$ cat config.mk
export PLATFORM = sky130hd
export DESIGN_NAME = sdrc_app_arb
export DESIGN_NICKNAME = d
export VERILOG_FILES = /design/src/rtl/sdrc_app_arb.sv
export SDC_FILE = /design/constraint.sdc
export NUM_CORES = 1
export LEC_CHECK = 0
export BUFFER_PORTS_ARGS = -buffer_cell sky130_fd_sc_hd__buf_2
export CORE_AREA = 3 3 127 129
export DETAILED_ROUTE_END_ITERATION = 6
export DIE_AREA = 0 0 130 132
export GPL_ROUTABILITY_DRIVEN = 0
export PLACE_DENSITY = 0.51
export SYNTH_ARGS = -nofsm -noshare
export SYNTH_HDL_FRONTEND = slang
export SYNTH_SLANG_ARGS = --single-unit
$ cat constraint.sdc
create_clock -name sdram_clk -period 1.89 [get_ports sdram_clk]
set_input_delay 0.0945 -clock sdram_clk [delete_from_list [all_inputs] [get_ports sdram_clk]]
set_output_delay 0.0945 -clock sdram_clk [all_outputs]
set_load 0.005 [all_outputs]
$ cat src/rtl/sdrc_app_arb.sv
// Two-port round-robin arbiter in front of the SDRAM controller application port.
// Ports: p0_*/p1_* requester sides, app_* core side, sdram_clk/sdram_resetn.
module sdrc_app_arb #(
  parameter int APP_AW = 26,
  parameter int dw     = 32,
  parameter int bl     = 9
) (
  input  logic              sdram_clk,
  input  logic              sdram_resetn,
  input  logic              p0_req,
  input  logic [APP_AW-1:0] p0_req_addr,
  input  logic [bl-1:0]     p0_req_len,
  input  logic              p0_req_wr_n,
  output logic              p0_req_ack,
  output logic              p0_gnt,
  input  logic [dw-1:0]     p0_wr_data,
  input  logic [dw/8-1:0]   p0_wr_en_n,
  output logic              p0_wr_next,
  output logic              p0_rd_valid,
  output logic              p0_last_rd,
  output logic [dw-1:0]     p0_rd_data,
  input  logic              p1_req,
  input  logic [APP_AW-1:0] p1_req_addr,
  input  logic [bl-1:0]     p1_req_len,
  input  logic              p1_req_wr_n,
  output logic              p1_req_ack,
  output logic              p1_gnt,
  input  logic [dw-1:0]     p1_wr_data,
  input  logic [dw/8-1:0]   p1_wr_en_n,
  output logic              p1_wr_next,
  output logic              p1_rd_valid,
  output logic              p1_last_rd,
  output logic [dw-1:0]     p1_rd_data,
  output logic              app_req,
  output logic [APP_AW-1:0] app_req_addr,
  output logic [bl-1:0]     app_req_len,
  output logic              app_req_wr_n,
  input  logic              app_req_ack,
  output logic [dw-1:0]     app_wr_data,
  output logic [dw/8-1:0]   app_wr_en_n,
  input  logic              app_wr_next_req,
  input  logic              app_last_wr,
  input  logic              app_rd_valid,
  input  logic              app_last_rd,
  input  logic [dw-1:0]     app_rd_data
);

  typedef enum logic [1:0] {
    IDLE = 2'd0,
    REQ  = 2'd1,
    WR   = 2'd2,
    RD   = 2'd3
  } state_t;

  state_t state, state_nx;
  logic   owner, owner_nx;
  logic   last_gnt, last_nx;
  logic   cap, sel;
  logic   busy, in_wr, in_rd;

  always_comb begin
    state_nx = state;
    owner_nx = owner;
    last_nx  = last_gnt;
    cap      = 1'b0;
    sel      = 1'b0;
    unique case (state)
      IDLE: begin
        if (p0_req || p1_req) begin
          // tie goes to the port that did not own the last burst
          sel      = (p0_req && p1_req) ? ~last_gnt : p1_req;
          cap      = 1'b1;
          owner_nx = sel;
          state_nx = REQ;
        end
      end
      REQ: begin
        if (app_req_ack)
          state_nx = app_req_wr_n ? RD : WR;
      end
      WR: begin
        if (app_wr_next_req && app_last_wr) begin
          state_nx = IDLE;
          last_nx  = owner;
        end
      end
      RD: begin
        if (app_rd_valid && app_last_rd) begin
          state_nx = IDLE;
          last_nx  = owner;
        end
      end
      default: state_nx = IDLE;
    endcase
  end

  always_ff @(posedge sdram_clk or negedge sdram_resetn) begin
    if (!sdram_resetn) begin
      state        <= IDLE;
      owner        <= 1'b0;
      last_gnt     <= 1'b1;
      app_req_addr <= '0;
      app_req_len  <= '0;
      app_req_wr_n <= 1'b0;
    end else begin
      state    <= state_nx;
      owner    <= owner_nx;
      last_gnt <= last_nx;
      if (cap) begin
        app_req_addr <= sel ? p1_req_addr : p0_req_addr;
        app_req_len  <= sel ? p1_req_len  : p0_req_len;
        app_req_wr_n <= sel ? p1_req_wr_n : p0_req_wr_n;
      end
    end
  end

  assign busy  = (state != IDLE);
  assign in_wr = (state == WR);
  assign in_rd = (state == RD);

  assign app_req = (state == REQ);
  assign p0_gnt  = busy & ~owner;
  assign p1_gnt  = busy &  owner;

  assign p0_req_ack = app_req & app_req_ack & ~owner;
  assign p1_req_ack = app_req & app_req_ack &  owner;

  assign p0_wr_next = in_wr & ~owner & app_wr_next_req;
  assign p1_wr_next = in_wr &  owner & app_wr_next_req;

  assign app_wr_data = !busy ? '0 : owner ? p1_wr_data : p0_wr_data;
  assign app_wr_en_n = !busy ? '1 : owner ? p1_wr_en_n : p0_wr_en_n;

  assign p0_rd_valid = in_rd & ~owner & app_rd_valid;
  assign p1_rd_valid = in_rd &  owner & app_rd_valid;
  assign p0_last_rd  = in_rd & ~owner & app_last_rd;
  assign p1_last_rd  = in_rd &  owner & app_last_rd;

  assign p0_rd_data = app_rd_data;
  assign p1_rd_data = app_rd_data;

endmodule
After elaboration in Yosys (flattened, before gate mapping)
Index checks and enable logic that the tools add are counted. W data, S select, Z words.

Register bits after elaboration: 40. Output and inout bits: 147. Word-level logic and storage cells: 61.

Equality and inequality tests: 7. Mux-type cells: 21. Bitwise gates (word level): 17. Reductions and logical operators: 10.

Operators with widths (count): $mux W32 (2); $mux W26 (1); $and A1 B1 Y1 (15); $mux W1 (9); $mux W9 (1); $mux W2 (4); $mux W4 (2); $pmux W2 S4 (1); $ne A2 B1 Y1 const B (3); $eq A2 B2 Y1 const B (2); $reduce_and A4 Y1 (1); $reduce_bool A2 Y1 (2); $logic_and A1 B1 Y1 (3); $reduce_and A3 Y1 (1); $eq A2 B1 Y1 const B (1); $logic_not A2 Y1 (1); $ne A2 B2 Y1 const B (1); $not A1 Y1 (2); $pmux W1 S2 (1); $reduce_and A2 Y1 (1); $logic_or A1 B1 Y1 (1).

Logic depth before layout (Yosys ltp)
Depth in word-level cells: 5. Mapped depth: 6. Mapped depth without buffers: 4.

Worst setup path before layout
No wires, ideal clock.

Path kind: reg2reg. From: reg state[0]. To: reg app_req_addr[0]. Setup time: 0.126 ns. Data arrival time: 1.297 ns. Data required time: 1.764 ns. Slack: 0.467 ns. Stages on the path, launching flop included: 7. Buffers on the path: 3. Clock period less this slack: 1.423 ns. Path through: dfrtp_1 buf_6 nor2_4 buf_6 nand3_4 buf_6 a221o_1.

Longest elaborated chain between the ends: 3. Elaborated cells on any way between the ends: 4. Those cells by class: 3 x mux; 1 x reduce/logical.

RTL lines: start: declaration (RTL line 55) `state_t state, state_nx;`; start signal: assignment (RTL line 106) `state <= state_nx;`; $logic_not A2 Y1 (*) (RTL line 67) `unique case (state)`; $mux W1 (RTL line 67); $mux W26 (RTL line 110) `app_req_addr <= sel ? p1_req_addr : p0_req_addr;`; end signal: assignment (RTL line 110); end: declaration (RTL line 35) `output logic [APP_AW-1:0] app_req_addr,`.

Every way passes the cells marked *; elsewhere a longest branch is shown, timed or not. A chain may end at the register's enable or synchronous reset.

Worst setup path after layout
From: reg state[0]. To: out app_wr_data[31].

Longest elaborated chain between the ends: 2.

RTL lines: $reduce_bool A2 Y1 (RTL line 117) `assign busy = (state != IDLE);`; $mux W32 (RTL line 131) `assign app_wr_data = !busy ? '0 : owner ? p1_wr_data : p0_wr_data;`; end: declaration (RTL line 39) `output logic [dw-1:0] app_wr_data,`.

Every way passes these cells.

==> impl_metrics.py <==
metrics = {
    "power": {
        "total_power_mw": 6.188,
        "power.leakage_nw": 2.101,
        "power_per_cell_area_nw_per_um2": 1459,
        "vdd.ir_drop.worst_uv": 350.3,
    },
    "clocking": {
        "ctsHtreeMaxLevel": 2,
        "largest_buffer_count_on_any_clock_path": 2,
        "clock_insertion_delay_worst_skew_ps": 280,
        "clk_transition_reported_paths_ps": 60,
        "postCtsSetupBuffers": 0,
        "cts_tree": "built",
        "numCtsBuffers": 5,
        "numClockSinks": 40,
        "cell_at_the_root_of_the_clock_tree": "clkbuf_16",
    },
    "flow_run": {
        "total_of_max_cap_violations": 0,
    },
    "critical_path": {
        "crit_fanout": 33,
        "cp-end-kind": "output pin",
        "timing_worst_setup_path_type": "reg2out",
        "start_kind": "flip-flop",
        "r2r_cells": 3,
        "crit_arrival_ps": 1700,
        "critPathRequiredTime_ps": 1800,
        "crit-reg2reg-launch": "state[0]",
        "worst-r2r-setup-slack_ps": 180,
        "r2r_end": "app_req_len[0]",
    },
    "die": {
        "floorplan.rows": 45,
        "floorplan.core_area_um2": 15150,
        "die_area_um2": 17160,
        "effective_utilization_at_floorplan_pct": 21.50,
        "number_of_top_level_pins": 332,
        "die_height_um": 132,
        "chipWidth_um": 130,
    },
    "timing": {
        "grt_setup_unrepaired": "false",
        "post-route-period-util_pct": 95.14,
        "worst_pin_slew_ps": 1031,
        "setup_tns_ps": 0,
        "hold-worst-slack_ps": 103.4,
        "max_freq_ghz": 0.5561,
        "timing.max_slew.rel_slack_pct": 30.98,
        "drv_slew": 0,
        "number_of_setup_violations_in_the_final_report": 0,
        "worst_setup_margin_ps": 91.80,
        "layout_min_cycle_time_ps": 1798,
        "finClkSkew_ps": 2.264,
        "final_hold_viol_count": 0,
    },
    "synthesis": {
        "synth.cells.most_frequent": "buf_4, dfrtp_1, a221o_1, and4_1, a22o_1",
        "post-synth-top-count-cell": "buf_4",
        "synthTopCellsByArea": "dfrtp_1, buf_4, a221o_1",
        "synth_edf_count": 0,
        "yosysTopAreaCell": "dfrtp_1",
        "synth_area_per_cell_um2": 10.30,
        "syn-num-nets": 501,
        "synth_flop_cell": "dfrtp_1",
        "synth-seq-cells": 40,
        "yosys.area.top_type_share_pct": 29.98,
        "yosys_warnings": 0,
        "synthArstFlopShare_pct": 100.0,
        "synth_cell_type_count": 30,
        "post_synth_inst_count": 316,
        "synth_seq_area_share_pct": 30.78,
        "netlist_area_um2": 3256,
    },
    "global_route": {
        "grt_pass1_wl_um": 19330,
        "overall_global_routing_resource_usage_pct": 14.27,
        "number_of_global_route_vias_before_repair": 3332,
        "antenna_found_initial": 2,
        "grt_start_max_net_pins": 38,
        "grt_overflow_total": 0,
    },
    "place": {
        "place_worst_setup_slack_ps": 180.7,
        "dp_hpwl_um": 10210,
        "place.port_buffers": 235,
    },
    "hold_path": {
        "min-delay-start": "app_req_ack",
        "timing.hold.worst_endpoint": "state[1]",
        "hold_path_depth": 3,
        "hold_class": "in2reg",
    },
    "final_layout": {
        "diodes": 0,
        "nets": 660,
        "area.growth.synth_to_final_pct": 30.25,
        "post_route_cells_drive_above_1_share_pct": 59.79,
    },
    "detailed_routing": {
        "routed-via-count": 3208,
        "first_iter_violations": 95,
        "first_pass_iters": 4,
        "number_of_drc_violations_after_detailed_routing": 0,
        "final_antenna_net_count": 0,
        "totalWireLength_um": 12950,
        "post_drt_via_cell_ratio": 4.839,
        "drt-wirelength-per-cell_um": 19.53,
    },
    "status": {
        "outcome": "completed",
    },
}
-- critical path, cell delays in order, from the launching register on --
cell and delay, ps:
dfrtp_1 420, or2_4 290, nand2_2 120, inv_1 60, buf_6 180, a22o_1 210
buf_2 130
-- how the worst max path moves through the flow --
stage | cells after the start | slack, ps | start | endpoint
floorplan | 6 | 470 | state[0] | app_req_addr[0]
global placement | 3 | 200 | state[0] | app_req_addr[25]
detailed placement | 3 | 180 | state[0] | app_req_len[0]
CTS | 6 | 20 | state[0] | app_wr_data[31]
global route | 6 | 10 | state[0] | app_wr_data[5]
finish | 6 | 90 | state[0] | app_wr_data[31]
-- through the flow --
stage | std cells | instance area, µm² | util, %
final | 663 | 4240 | 28.00
after global routing | 663 | 4240 | 28.00
after CTS | 663 | 4234 | 27.96
after detailed placement | 655 | 4084 | 26.96
after global placement | 655 | 4084 | 26.96
after floorplan | 316 | 3256 | -
-- what timing repair did --
| action | CTS | global route |
|---|---|---|
| endpoints found under the hold margin | 18 | 0 |
| setup endpoints to repair | 32 | 32 |
| hold buffers | 1 | 0 |
| gates cloned | 0 | 0 |
| pin swaps | 0 | 0 |
| gates resized for setup | 1 | 2 |
-- sequential cells by signal (all words and copies together), names as in the netlist --
register	count
app_req_addr	26
app_req_len	9
state	2
app_req_wr_n	1
last_gnt	1
owner	1
-- cell usage in the layout, fill, tap and decap left out, types with 2 or more instances in the layout --
cell | synthesis | routed
dfrtp_1 | 39 | 39
nor3b_1 | 18 | 18
nor3_1 | 2 | 2
buf_2 | 13 | 235
and4_1 | 36 | 36
nor3b_2 | 18 | 18
a221o_1 | 36 | 36
buf_4 | 66 | 12
inv_1 | 2 | 2
o22a_1 | 4 | 4
a22o_1 | 32 | 32
nand2_1 | 4 | 4
nand3_1 | 4 | 4
nand2_2 | 3 | 3
nor2_1 | 8 | 7
clkbuf_16 | 0 | 5
nor2_4 | 1 | 2
-- cell families after synthesis --
group | share of synthesized area (%)
and+or+nand+nor | 25.21
AOI/OAI and AO/OA | 22.18
DFF | 30.78
muxes | 0.3459
buffers and inverters | 21.48
-- cell type report --
cell class                 instances  area [µm²]
fill                            1642       10910
multi-input combinational        176        1562
timing repair buffer             249        1287
sequential                        40        1002
tap                              188       235.2
clock buffer                       5       125.1
inverter                           3       16.27
clock inverter                     2       12.51
-- report_power, final --
group	leakage [nW]	switching (mW)	internal, mW
registers	0.474	0.307	1.32
clock network	0.0657	0.338	0.479
logic	1.56	1.92	1.83
-- routing by layer --
metal  share of wire [%]  track usage, %
met1                  44           19.06
met2                  46           22.87
met3                 7.3           3.890
met4                 1.8           3.349
met5                0.11               0
Note: power is estimated with default switching activity, not from simulation.
